===== src/rtl/local_branch_predictor_if.sv =====
// Lookup/predict, resolve/update and evict bundle for local_branch_predictor.
// master: fetch/resolve side (drives requests); slave: predictor (drives pred_*, busy).
interface local_branch_predictor_if #(
  parameter int PC_W   = 10,
  parameter int IDX_W  = 3,
  parameter int HIST_W = 3
);
  logic              lookup_valid;
  logic [PC_W-1:0]   lookup_pc;
  logic              pred_valid;
  logic              pred_taken;
  logic [HIST_W-1:0] pred_hist;
  logic              upd_valid;
  logic [PC_W-1:0]   upd_pc;
  logic              upd_taken;
  logic [HIST_W-1:0] upd_hist;
  logic              evict;
  logic [IDX_W-1:0]  evict_idx;
  logic              busy;

  modport master (
    output lookup_valid, lookup_pc,
    output upd_valid, upd_pc, upd_taken, upd_hist,
    output evict, evict_idx,
    input  pred_valid, pred_taken, pred_hist, busy
  );

  modport slave (
    input  lookup_valid, lookup_pc,
    input  upd_valid, upd_pc, upd_taken, upd_hist,
    input  evict, evict_idx,
    output pred_valid, pred_taken, pred_hist, busy
  );
endinterface


===== src/rtl/local_branch_predictor.sv =====
// Two-level local-history branch predictor with post-reset sweep and evict.
// Ports: clk, rst (sync, active-high), bus (local_branch_predictor_if.slave).
// Option: define LBP_BYPASS_EN to forward same-cycle writes to the lookup.
module local_branch_predictor #(
  parameter int PC_W   = 10,
  parameter int IDX_W  = 3,
  parameter int HIST_W = 3,
  parameter int CTR_W  = 2
) (
  input  logic clk,
  input  logic rst,
  local_branch_predictor_if.slave bus
);
  localparam int ENTRIES = 1 << IDX_W;
  localparam int ROWS    = 1 << HIST_W;
  localparam logic [CTR_W-1:0] CTR_INIT = CTR_W'((1 << (CTR_W-1)) - 1);
  localparam logic [CTR_W-1:0] CTR_MAX  = '1;
  localparam logic [IDX_W-1:0] IDX_LAST = IDX_W'(ENTRIES - 1);

  typedef enum logic {SWEEP, IDLE} state_t;

  state_t           state_q, state_d;
  logic [IDX_W-1:0] sweep_q, sweep_d;

  logic [CTR_W-1:0]  ctr  [ENTRIES][ROWS];
  logic [HIST_W-1:0] hist [ENTRIES];

  logic              acc, lk_en, up_en, ev_en;
  logic [IDX_W-1:0]  li, uj;
  logic [HIST_W:0]   uh_shift;
  logic [HIST_W-1:0] uh_new;
  logic [CTR_W-1:0]  uc_old, uc_new;
  logic              up_drop;
  logic              lk_taken;
  logic [HIST_W-1:0] lk_hist;
  logic              pv_q, pt_q;
  logic [HIST_W-1:0] ph_q;

  if (PC_W > IDX_W) begin : g_unused
    logic unused_pc;
    assign unused_pc = ^{bus.lookup_pc[PC_W-1:IDX_W],
                         bus.upd_pc[PC_W-1:IDX_W]};
  end

  assign acc   = (state_q == IDLE) && !rst;
  assign lk_en = acc && bus.lookup_valid;
  assign up_en = acc && bus.upd_valid;
  assign ev_en = acc && bus.evict;

  assign li = bus.lookup_pc[IDX_W-1:0];
  assign uj = bus.upd_pc[IDX_W-1:0];

  // History shifts in the outcome on top of the stored history.
  assign uh_shift = {hist[uj], bus.upd_taken};
  assign uh_new   = uh_shift[HIST_W-1:0];
  assign uc_old   = ctr[uj][bus.upd_hist];
  // Evict on the same entry overrides the update.
  assign up_drop  = ev_en && (bus.evict_idx == uj);

  always_comb begin
    uc_new = uc_old;
    if (bus.upd_taken) begin
      if (uc_old != CTR_MAX) uc_new = uc_old + 1'b1;
    end else begin
      if (uc_old != '0) uc_new = uc_old - 1'b1;
    end
  end

  always_comb begin
    lk_hist  = hist[li];
    lk_taken = ctr[li][hist[li]][CTR_W-1];
`ifdef LBP_BYPASS_EN
    if (ev_en && bus.evict_idx == li) begin
      lk_hist  = '0;
      lk_taken = CTR_INIT[CTR_W-1];
    end else if (up_en && uj == li) begin
      lk_hist  = uh_new;
      lk_taken = (uh_new == bus.upd_hist) ?
                 uc_new[CTR_W-1] :
                 ctr[li][uh_new][CTR_W-1];
    end
`endif
  end

  always_comb begin
    state_d = state_q;
    sweep_d = sweep_q;
    unique case (state_q)
      SWEEP: begin
        sweep_d = sweep_q + 1'b1;
        if (sweep_q == IDX_LAST) state_d = IDLE;
      end
      IDLE: ;
      default: state_d = SWEEP;
    endcase
  end

  always_ff @(posedge clk) begin
    if (rst) begin
      state_q <= SWEEP;
      sweep_q <= '0;
      pv_q    <= 1'b0;
      pt_q    <= 1'b0;
      ph_q    <= '0;
    end else begin
      state_q <= state_d;
      sweep_q <= sweep_d;
      pv_q    <= lk_en;
      if (lk_en) begin
        pt_q <= lk_taken;
        ph_q <= lk_hist;
      end
    end
  end

  always_ff @(posedge clk) begin
    if (!rst) begin
      if (state_q == SWEEP) begin
        hist[sweep_q] <= '0;
        for (int k = 0; k < ROWS; k++)
          ctr[sweep_q][k] <= CTR_INIT;
      end else begin
        if (up_en && !up_drop) begin
          ctr[uj][bus.upd_hist] <= uc_new;
          hist[uj]              <= uh_new;
        end
        if (ev_en) begin
          hist[bus.evict_idx] <= '0;
          for (int k = 0; k < ROWS; k++)
            ctr[bus.evict_idx][k] <= CTR_INIT;
        end
      end
    end
  end

  assign bus.pred_valid = pv_q;
  assign bus.pred_taken = pt_q;
  assign bus.pred_hist  = ph_q;
  assign bus.busy       = (state_q != IDLE);
endmodule


===== src/flat_wrapper.sv =====
// flat-port wrapper written by rule: the top's interface ports become plain ports
module local_branch_predictor_flat 
#(
  parameter int PC_W   = 10,
  parameter int IDX_W  = 3,
  parameter int HIST_W = 3,
  parameter int CTR_W  = 2
)
  (clk, rst, bus_lookup_valid, bus_lookup_pc, bus_upd_valid, bus_upd_pc, bus_upd_taken, bus_upd_hist, bus_evict, bus_evict_idx, bus_pred_valid, bus_pred_taken, bus_pred_hist, bus_busy);
  local_branch_predictor_if #(.PC_W(PC_W), .IDX_W(IDX_W), .HIST_W(HIST_W)) bus_i ();
  input  logic clk;
  input  logic rst;
  input wire logic [$bits(bus_i.lookup_valid)-1:0] bus_lookup_valid;
  input wire logic [$bits(bus_i.lookup_pc)-1:0] bus_lookup_pc;
  input wire logic [$bits(bus_i.upd_valid)-1:0] bus_upd_valid;
  input wire logic [$bits(bus_i.upd_pc)-1:0] bus_upd_pc;
  input wire logic [$bits(bus_i.upd_taken)-1:0] bus_upd_taken;
  input wire logic [$bits(bus_i.upd_hist)-1:0] bus_upd_hist;
  input wire logic [$bits(bus_i.evict)-1:0] bus_evict;
  input wire logic [$bits(bus_i.evict_idx)-1:0] bus_evict_idx;
  output wire logic [$bits(bus_i.pred_valid)-1:0] bus_pred_valid;
  output wire logic [$bits(bus_i.pred_taken)-1:0] bus_pred_taken;
  output wire logic [$bits(bus_i.pred_hist)-1:0] bus_pred_hist;
  output wire logic [$bits(bus_i.busy)-1:0] bus_busy;
  assign bus_i.lookup_valid = bus_lookup_valid;
  assign bus_i.lookup_pc = bus_lookup_pc;
  assign bus_i.upd_valid = bus_upd_valid;
  assign bus_i.upd_pc = bus_upd_pc;
  assign bus_i.upd_taken = bus_upd_taken;
  assign bus_i.upd_hist = bus_upd_hist;
  assign bus_i.evict = bus_evict;
  assign bus_i.evict_idx = bus_evict_idx;
  assign bus_pred_valid = bus_i.pred_valid;
  assign bus_pred_taken = bus_i.pred_taken;
  assign bus_pred_hist = bus_i.pred_hist;
  assign bus_busy = bus_i.busy;
  local_branch_predictor #(.PC_W(PC_W), .IDX_W(IDX_W), .HIST_W(HIST_W), .CTR_W(CTR_W)) u_core (.clk(clk), .rst(rst), .bus(bus_i));
endmodule

===== config.mk =====
export PLATFORM = sky130hd
export DESIGN_NAME = local_branch_predictor_flat
export DESIGN_NICKNAME = d
export VERILOG_FILES = /design/src/rtl/local_branch_predictor_if.sv /design/src/rtl/local_branch_predictor.sv /design/src/flat_wrapper.sv
export SDC_FILE = /design/constraint.sdc
export NUM_CORES = 1
export LEC_CHECK = 0
export ABC_AREA = 1
export ABC_CLOCK_PERIOD_IN_PS = 2300
export CAP_MARGIN = 20
export CORE_MARGIN = 2
export CORE_UTILIZATION = 45
export DETAILED_ROUTE_END_ITERATION = 8
export MAX_ROUTING_LAYER = met4
export PLACE_DENSITY = 0.65
export SYNTH_ARGS = -nofsm -noshare
export SYNTH_HDL_FRONTEND = slang
export SYNTH_SLANG_ARGS = --single-unit

===== constraint.sdc =====
create_clock -name clk -period 2.3 [get_ports clk]
set_clock_uncertainty 0.15 [all_clocks]
set_input_delay 0.69 -clock clk [delete_from_list [all_inputs] [get_ports clk]]
set_output_delay 0.69 -clock clk [all_outputs]
set_load 0.02 [all_outputs]

* Yosys cells after proc, flatten, opt, wreduce, memory -nomap -nowiden
Memories as Yosys holds them, arrays and structs flattened.
Cells that the tools add are included.
** Operators by class
- Add/sub/neg operators :: 3
- Magnitude comparators :: 3
- Equality and inequality tests :: 3
- Multiplexer cells :: 31
- Bitwise operators :: 3
- Reductions and logical operators :: 12
** Operator list (number)
- 16-bit two-way mux :: 3
- 2-bit two-way mux :: 8
- 16-bit OR reduction :: 1
- 1-bit two-way mux :: 14
- 2-bit binary-select mux with 3-bit select :: 2
- 3-bit two-way mux :: 3
- 4-bit >= comparator, second input constant :: 2
- 3-bit NOT with 4-bit output :: 2
- 1-bit logical AND :: 7
- 2-bit demux with 3-bit select :: 1
- 4-bit by 1-bit less-than comparator with 1-bit output, second input constant :: 1
- 3-bit by 1-bit adder with 3-bit output, second input constant :: 1
- 3-bit equality test :: 1
- 3-bit equality test, second input constant :: 1
- 3-bit OR reduction :: 1
- 2-bit by 1-bit adder with 2-bit output, second input constant :: 1
- 1-bit zero test :: 2
- 2-bit inequality test, second input constant :: 1
- 2-bit nonzero test :: 1
- 2-bit by 1-bit subtractor with 2-bit output, second input constant :: 1
- 1-bit NOT :: 1
** Storage, ports and cells
- Register bits after elaboration :: 9
- Memory bits (writable) :: 152
- Input port bits :: 32
- Output and inout port bits :: 6
- Word-level logic and storage cells :: 62
- Memories kept :: 2
** Memory list
- u_core.ctr :: words 8, width 16, read ports 2, clocked after Yosys merged registers in 0, write ports 2, RTL line local_branch_predictor.sv:25 : logic [CTR_W-1:0] ctr [ENTRIES][ROWS];
- u_core.hist :: words 8, width 3, read ports 2, clocked after Yosys merged registers in 0, write ports 2, RTL line local_branch_predictor.sv:26 : logic [HIST_W-1:0] hist [ENTRIES];

* Longest topological paths before layout
Gate-level depths: netlist of the first run.
- Word-level depth :: 12
- Gate-level depth with buffers :: 17
- Mapped depth without buffers :: 14

* Worst setup path after synthesis of the first run
No wires, ideal clock.
- Kind :: input-to-reg
- Start :: in bus_upd_pc[0]
- End :: mem u_core.ctr[1][2] (netlist bit)
- Library setup time :: 115 ps
- Arrival :: 2174 ps
- Data required time :: 2035 ps
- Slack :: -139 ps
- Stages :: 12
- Buffers on the path :: 4
- Cells stage by stage :: buf_4 buf_6 xnor2_1 nand4_1 nand2_2 buf_6 nand2_1 o21ai_4 buf_6 nand4_1 a21oi_1 nand2_1
** RTL lines
- start: declaration :: RTL line flat_wrapper.sv:16 : input wire logic [$bits(bus_i.upd_pc)-1:0] bus_upd_pc;
- end: declaration :: RTL line local_branch_predictor.sv:25

==> results of run 1 <==
logic make-up after synthesis:
kind of cell             share of synthesized area
XOR/XNOR                                   0.00287
adder cells (fa/ha/maj)                    0.00273
AO/OA/AOI/OAI                                0.183
buffers and inverters                        0.131
AND/OR/NAND/NOR                              0.329
flip-flops                                   0.351
flip-flops by register name (all words and copies together), names as in the netlist:
name,cells
u_core.ctr,128
u_core.bus.pred_hist,3
u_core.hist,24
u_core.sweep_q,3
u_core.bus.pred_valid,1
u_core.bus.pred_taken,1
u_core.state_q,1
area by class of cell:
cell class	count	share of cell area
clock buffers	22	0.0371
clock inverters	9	0.0121
inverters	203	0.0617
multi-input cells	1027	0.412
flip-flops and latches	161	0.252
well taps	270	0.0264
repair buffers	222	0.199
critical path, cell delays in order:
cell and delay, ns:
buf_16 0.14, buf_4 0.16, xnor2_2 0.14, nand4_1 0.18
nand2_4 0.14, buf_6 0.13, buf_6 0.10, nand2_2 0.06
o21ai_4 0.12, buf_12 0.22, nand4_1 0.25, nand2_1 0.12
nand2_1 0.05, a21oi_1 0.16
cell usage in the layout (no fill, tap or decap), types with 13 or more instances in the layout:
| master | n |
|---|---|
| a21oi_1 | 180 |
| a21oi_2 | 25 |
| buf_12 | 34 |
| buf_4 | 121 |
| buf_6 | 26 |
| clkbuf_16 | 25 |
| dfxtp_1 | 161 |
| inv_1 | 174 |
| inv_2 | 18 |
| nand2_1 | 385 |
| nand2_2 | 60 |
| nand3_1 | 84 |
| nand4_1 | 69 |
| nor2_1 | 59 |
| nor2_2 | 16 |
| o211ai_1 | 13 |
| o21ai_0 | 69 |
| o21ai_1 | 16 |
worst max path at each step:
stage                       start                end  slack, ns  depth (start not counted)
detailed placement            rst  u_core.ctr[2][10]      -1.02                         12
global placement              rst  u_core.ctr[5][10]      -0.95                         12
CTS                 bus_upd_pc[0]   u_core.ctr[1][4]     0.0009                         14
global route        bus_upd_pc[0]  u_core.ctr[4][15]      -0.22                         15
floorplan           bus_upd_pc[0]   u_core.ctr[1][2]      -0.11                         11
finish              bus_upd_pc[0]  u_core.ctr[7][15]      -0.15                         14
where the power goes:
| group | internal, uW | switching (uW) | leakage [uW] | total (uW) |
|---|---|---|---|---|
| Sequential | 3690 | 454 | 0.00134 | 4140 |
| Clock | 1900 | 1240 | 0.000306 | 3140 |
| Combinational | 1310 | 1890 | 0.00513 | 3200 |
metal layers:
layer	wire length, um	global-route usage
met1	14700	0.437
met2	16400	0.528
met3	4800	0.0767
met4	2390	0.154
met5	0	-
timing repair:
item	in CTS	in global routing
buffers inserted	28	4
cloned	8	11
pin swaps	40	42
gates resized for setup	99	146
endpoints found under the setup margin	153	153
through the flow:
step                TNS, ns  setup WS (ns)  utilization  power (uW)
floorplan             -8.90         -0.106            -        6040
global placement    -122.84         -0.954        0.536        6820
detailed placement  -125.65          -1.02        0.536        6900
CTS                       0       0.000878        0.604       10200
global route         -23.55         -0.220        0.635       11000
finish                -9.96         -0.154        0.635       10500
==> results.md, run 1 <==
- RR Startpoint: u_core.state_q
- Post-synth top area share: 0.351
- Violated checks: negative setup slack
- Mapped Cells: 1,467
- CP Class: in2reg
- HP Start: u_core.ctr[6][0]
- Die X-Extent: 147 um
- Core ar.: 20,100 sq um
- DRC: 0
- Hold Path End: u_core.ctr[6][0]
- Worst endpoint required time: 2.52 ns
- Hold_buf cts: 0
- Slew Viols, Final: 0
- ANT nets after route: 0
- First-pass GRT wire length: 55,600 um
- Post-synthesis cell type count: 30
- Most frequent cell after synthesis: nand2_1
- FFs w/ async S/R, synth: 0
- GPL Wtd Cong: 0.952
- Clk slew on worst S/H paths: 0.07 ns
- # diodes: 0
- Cell Rows: 52
- Peak Freq: 0.407 GHz
- CTS tree: done
- TritonCTS buffer count: 17
- Global route overflow: 0
- Final Non-Filler Cells: 1,914
- Initial antenna violation count: 0
- Minimum clock period: 2.45 ns
- Sequential fraction of the synthesis area: 0.351
- Worst EP arrival: 2.68 ns
- Clk_lat worst skew: 0.45 ns
- CP endpoint kind: flip-flop
- Final setup viols: 133
- Min-Delay Path Depth: 2
- CTS Sinks: 161
- Via density: 5.78
- Headroom to the max-slew limit: 0.651
- Dpl cell area: 10,800 sq um
- All-Layer GR Usage: 0.345
- Worst Slack Setup Final: -0.154 ns
- CTS H-tree lvls: 4
- Synth area leaders: dfxtp_1 (35%), nand2_1 (19%), a21oi_1 (11%), inv_1 (7.5%), nand3_1 (5.0%)
- Power Density: 821 nW/um^2
- Largest net degree at the start of global routing: 35
- Hpwl dp: 23,600 um
- Layout cells sized above 1: 0.245
- Hold_ws: 0.319 ns
- Routed WL per cell: 20.0 um
- Outcome: finished with violations
- Sum of routed wire length over all layers: 38,300 um
- Worst r2r path cells: 13
- Commonest cells in the netlist: nand2_1 (454), a21oi_1 (204), inv_1 (184), dfxtp_1 (161), nand3_1 (92)
- Internal reg-to-reg setup slack: -0.03 ns
- Port buffer count: 23
- Routed via count: 11,100
- CTS Root Cell: clkbuf_16
- Die H: 147 um
- Most used DFF post-synth: dfxtp_1
- Drt first pass iters: 9
- Mapped Area: 9170 sq um
- Inst Count DP: 1,834
- Fin. Hold Viols: 0
- Initial DRC Count: 1,551
- # Max-Cap Violations: 0
- Syn_area_per_cell: 6.25 sq um
- Final cell area excluding filler cells: 12,800 sq um
- Peak VDD IR: 0.527 mV
- Initial Util: 0.456
- Worst hold path class: reg2reg
- Tightest Pin Transition: 0.523 ns
- Unrepaired setup endpoints after global routing: yes
- Syn. warnings: 0
- Clk buf depth: 2
- Startpoint types: input pin
- EDFF count, synth: 0
- Nets: 1,666
- Layout area overhead: 39.3%
- Leakage: 0.00678 uW
- Area leader, netlist: dfxtp_1
- Synth Net Count: 1,501
- Filler Cell Count: 1,780
- DIE AREA: 21,500 sq um
- FF/Latch Area: 3220 sq um
- Period utilization: 1.07
- Register bit total from synthesis: 161
- Vias in the first global route: 10,300
- Crit-path max FO: 20
- Area taken by multi-input logic gates: 5260 sq um
- FF-to-FF End: u_core.ctr[7][15]
- I/O pin count: 38
Power figures use the tool's default switching activity.
==> inputs of run 2 (changes only) <==
--- a/config.mk
+++ b/config.mk
@@ -11,8 +11,10 @@
 export CORE_MARGIN = 2
 export CORE_UTILIZATION = 45
 export DETAILED_ROUTE_END_ITERATION = 8
+export GPL_TIMING_DRIVEN = 0
 export MAX_ROUTING_LAYER = met4
 export PLACE_DENSITY = 0.65
 export SYNTH_ARGS = -nofsm -noshare
 export SYNTH_HDL_FRONTEND = slang
 export SYNTH_SLANG_ARGS = --single-unit
+export TNS_END_PERCENT = 10
==> results.md, run 2 (synthesis gave the netlist of run 1 again) <==
- Layout area overhead: 30.5%
- Final Non-Filler Cells: 1,854
- Drt first pass iters: 9
- Period utilization: 1.10
- Clock Power Share: 0.268
- CTS H-tree lvls: 4
- Port buffer count: 19
- Routed via count: 11,000
- Worst EP arrival: 2.72 ns
- Gate power share: 0.324
- Outcome: finished with violations
- Nets: 1,607
- All-Layer GR Usage: 0.415
- Worst Slack Setup Final: -0.236 ns
- DRC: 2
- Initial antenna violation count: 0
- Worst endpoint required time: 2.49 ns
- Startpoint types: input pin
- Unrepaired setup endpoints after global routing: yes
- Via density: 5.91
- Global route overflow: 0
- Initial Util: 0.456
- ANT nets after route: 0
- First-pass GRT wire length: 63,300 um
- Sw Share: 0.370
- Hpwl dp: 29,100 um
- Cell Rows: 52
- Fin. Hold Viols: 0
- Clk_lat worst skew: 0.45 ns
- Die H: 147 um
- Most common cell after layout, fill and taps aside: nand2_1
- CP endpoint kind: flip-flop
- # diodes: 0
- Vias in the first global route: 9,977
- Psw: 3760 uW
- Seq pwr share: 0.407
- CTS Sinks: 161
- Hold_buf cts: 0
- Peak Freq: 0.394 GHz
- Dpl cell area: 9820 sq um
- CP Class: in2reg
- Final cell area excluding filler cells: 12,000 sq um
- Sum of routed wire length over all layers: 43,500 um
- Slew Viols, Final: 0
- Core ar.: 20,100 sq um
- Max FFs per register: 128
- Peak VDD IR: 0.521 mV
- Registers with the most flip-flops: u_core.ctr (128), u_core.hist (24)
- Largest Register: u_core.ctr
- CTS tree: done
- Area taken by multi-input logic gates: 5100 sq um
- Initial DRC Count: 1,682
- Clk slew on worst S/H paths: 0.07 ns
- Clk buf depth: 2
- Die X-Extent: 147 um
- Headroom to the max-slew limit: 0.414
- DIE AREA: 21,500 sq um
- Most frequent cells in the layout: nand2_1 (439), a21oi_1 (200), inv_1 (179)
- Hold_ws: 0.317 ns
- Tightest Pin Transition: 0.879 ns
- Leakage: 0.00638 uW
- Filler Cell Count: 1,948
- Violated checks: design-rule violations, negative setup slack
- Final setup viols: 139
- Routed WL per cell: 23.5 um
- CTS Root Cell: clkbuf_16
- TritonCTS buffer count: 17
- Final Util: 0.596
- I/O pin count: 38
- Internal power: 6390 uW
- Crit-path max FO: 10
- Minimum clock period: 2.54 ns
- Worst hold path class: reg2reg
- Power Total: 10,200 uW
- Layout cells sized above 1: 0.167
- Inst Count DP: 1,756
- Largest net degree at the start of global routing: 17
- FF/Latch Area: 3230 sq um
- # Max-Cap Violations: 0
- GPL Wtd Cong: 1.06
- Power Density: 848 nW/um^2
==> run 2: cell types whose count changed in the layout (fill, tap and decap cells not counted), moves of 8 or more <==
cell and change:
a21oi_2 -20, nor2_4 +8, buf_4 -76, clkinv_1 -10, nor2_2 -13, nand2_1 +54
a21oi_1 +20, o21ai_0 -11, nand2_2 -50
==> run 2: worst max-delay path, stage by stage <==
cell	delay, ns
buf_12	0.11
buf_12	0.15
buf_12	0.13
o211ai_1	0.37
nand3_1	0.22
nand3_1	0.11
nand2_1	0.05
inv_1	0.06
nand4_1	0.14
nand2_2	0.14
nand3_4	0.11
buf_6	0.18
buf_12	0.15
nand2_1	0.06
nand2_1	0.05
==> run 2: cell type report <==
| cell class | count | share of cell area |
|---|---|---|
| buffer | 76 | 0.0760 |
| tap | 270 | 0.0282 |
| timing repair buffer | 85 | 0.0899 |
| clock buffer | 21 | 0.0393 |
| clock inverter | 9 | 0.00502 |
| multi-input combinational | 1029 | 0.426 |
| inverter | 203 | 0.0658 |
| sequential | 161 | 0.270 |
==> run 2: stage by stage <==
step | setup WS [ns] | setup TNS (ns)
detailed placement | -1.69 | -235.16
global route | -0.259 | -27.10
floorplan | -0.107 | -9.80
finish | -0.236 | -22.95
global placement | -1.71 | -238.49
CTS | -0.0892 | -5.85
==> run 2: metal layers <==
metal,routed length (um),GRT usage,share of wire
met5,0,-,0
met4,2640,0.212,0.061
met3,5570,0.119,0.13
met2,18400,0.615,0.42
met1,16900,0.516,0.39
==> run 2: final timing paths <==
path / startpoint / end / slack [ns] / depth (start not counted)
max reg2reg: u_core.state_q / u_core.hist[2][0] / -0.07 / 14
min: u_core.ctr[3][14] / u_core.ctr[3][14] / 0.32 / 2
min reg2reg: u_core.ctr[3][14] / u_core.ctr[3][14] / 0.32 / 2
max: bus_upd_pc[0] / u_core.ctr[1][2] / -0.24 / 15
==> run 2: power by group through the flow <==
stage	clock network, uW	registers [uW]	logic [uW]
finish	2720	4140	3290
global route	2800	4200	3610
CTS	2680	4100	3150
detailed placement	0	4140	2780
global placement	0	4130	2740
floorplan	0	4010	2030
==> run 2: timing repair <==
item,in CTS,in global routing
endpoints found under the setup margin,155,154
endpoints found under the hold margin,0,0
setup buffers,51,5
pin swaps,55,22
gates cloned,11,2
gates resized for setup,243,29
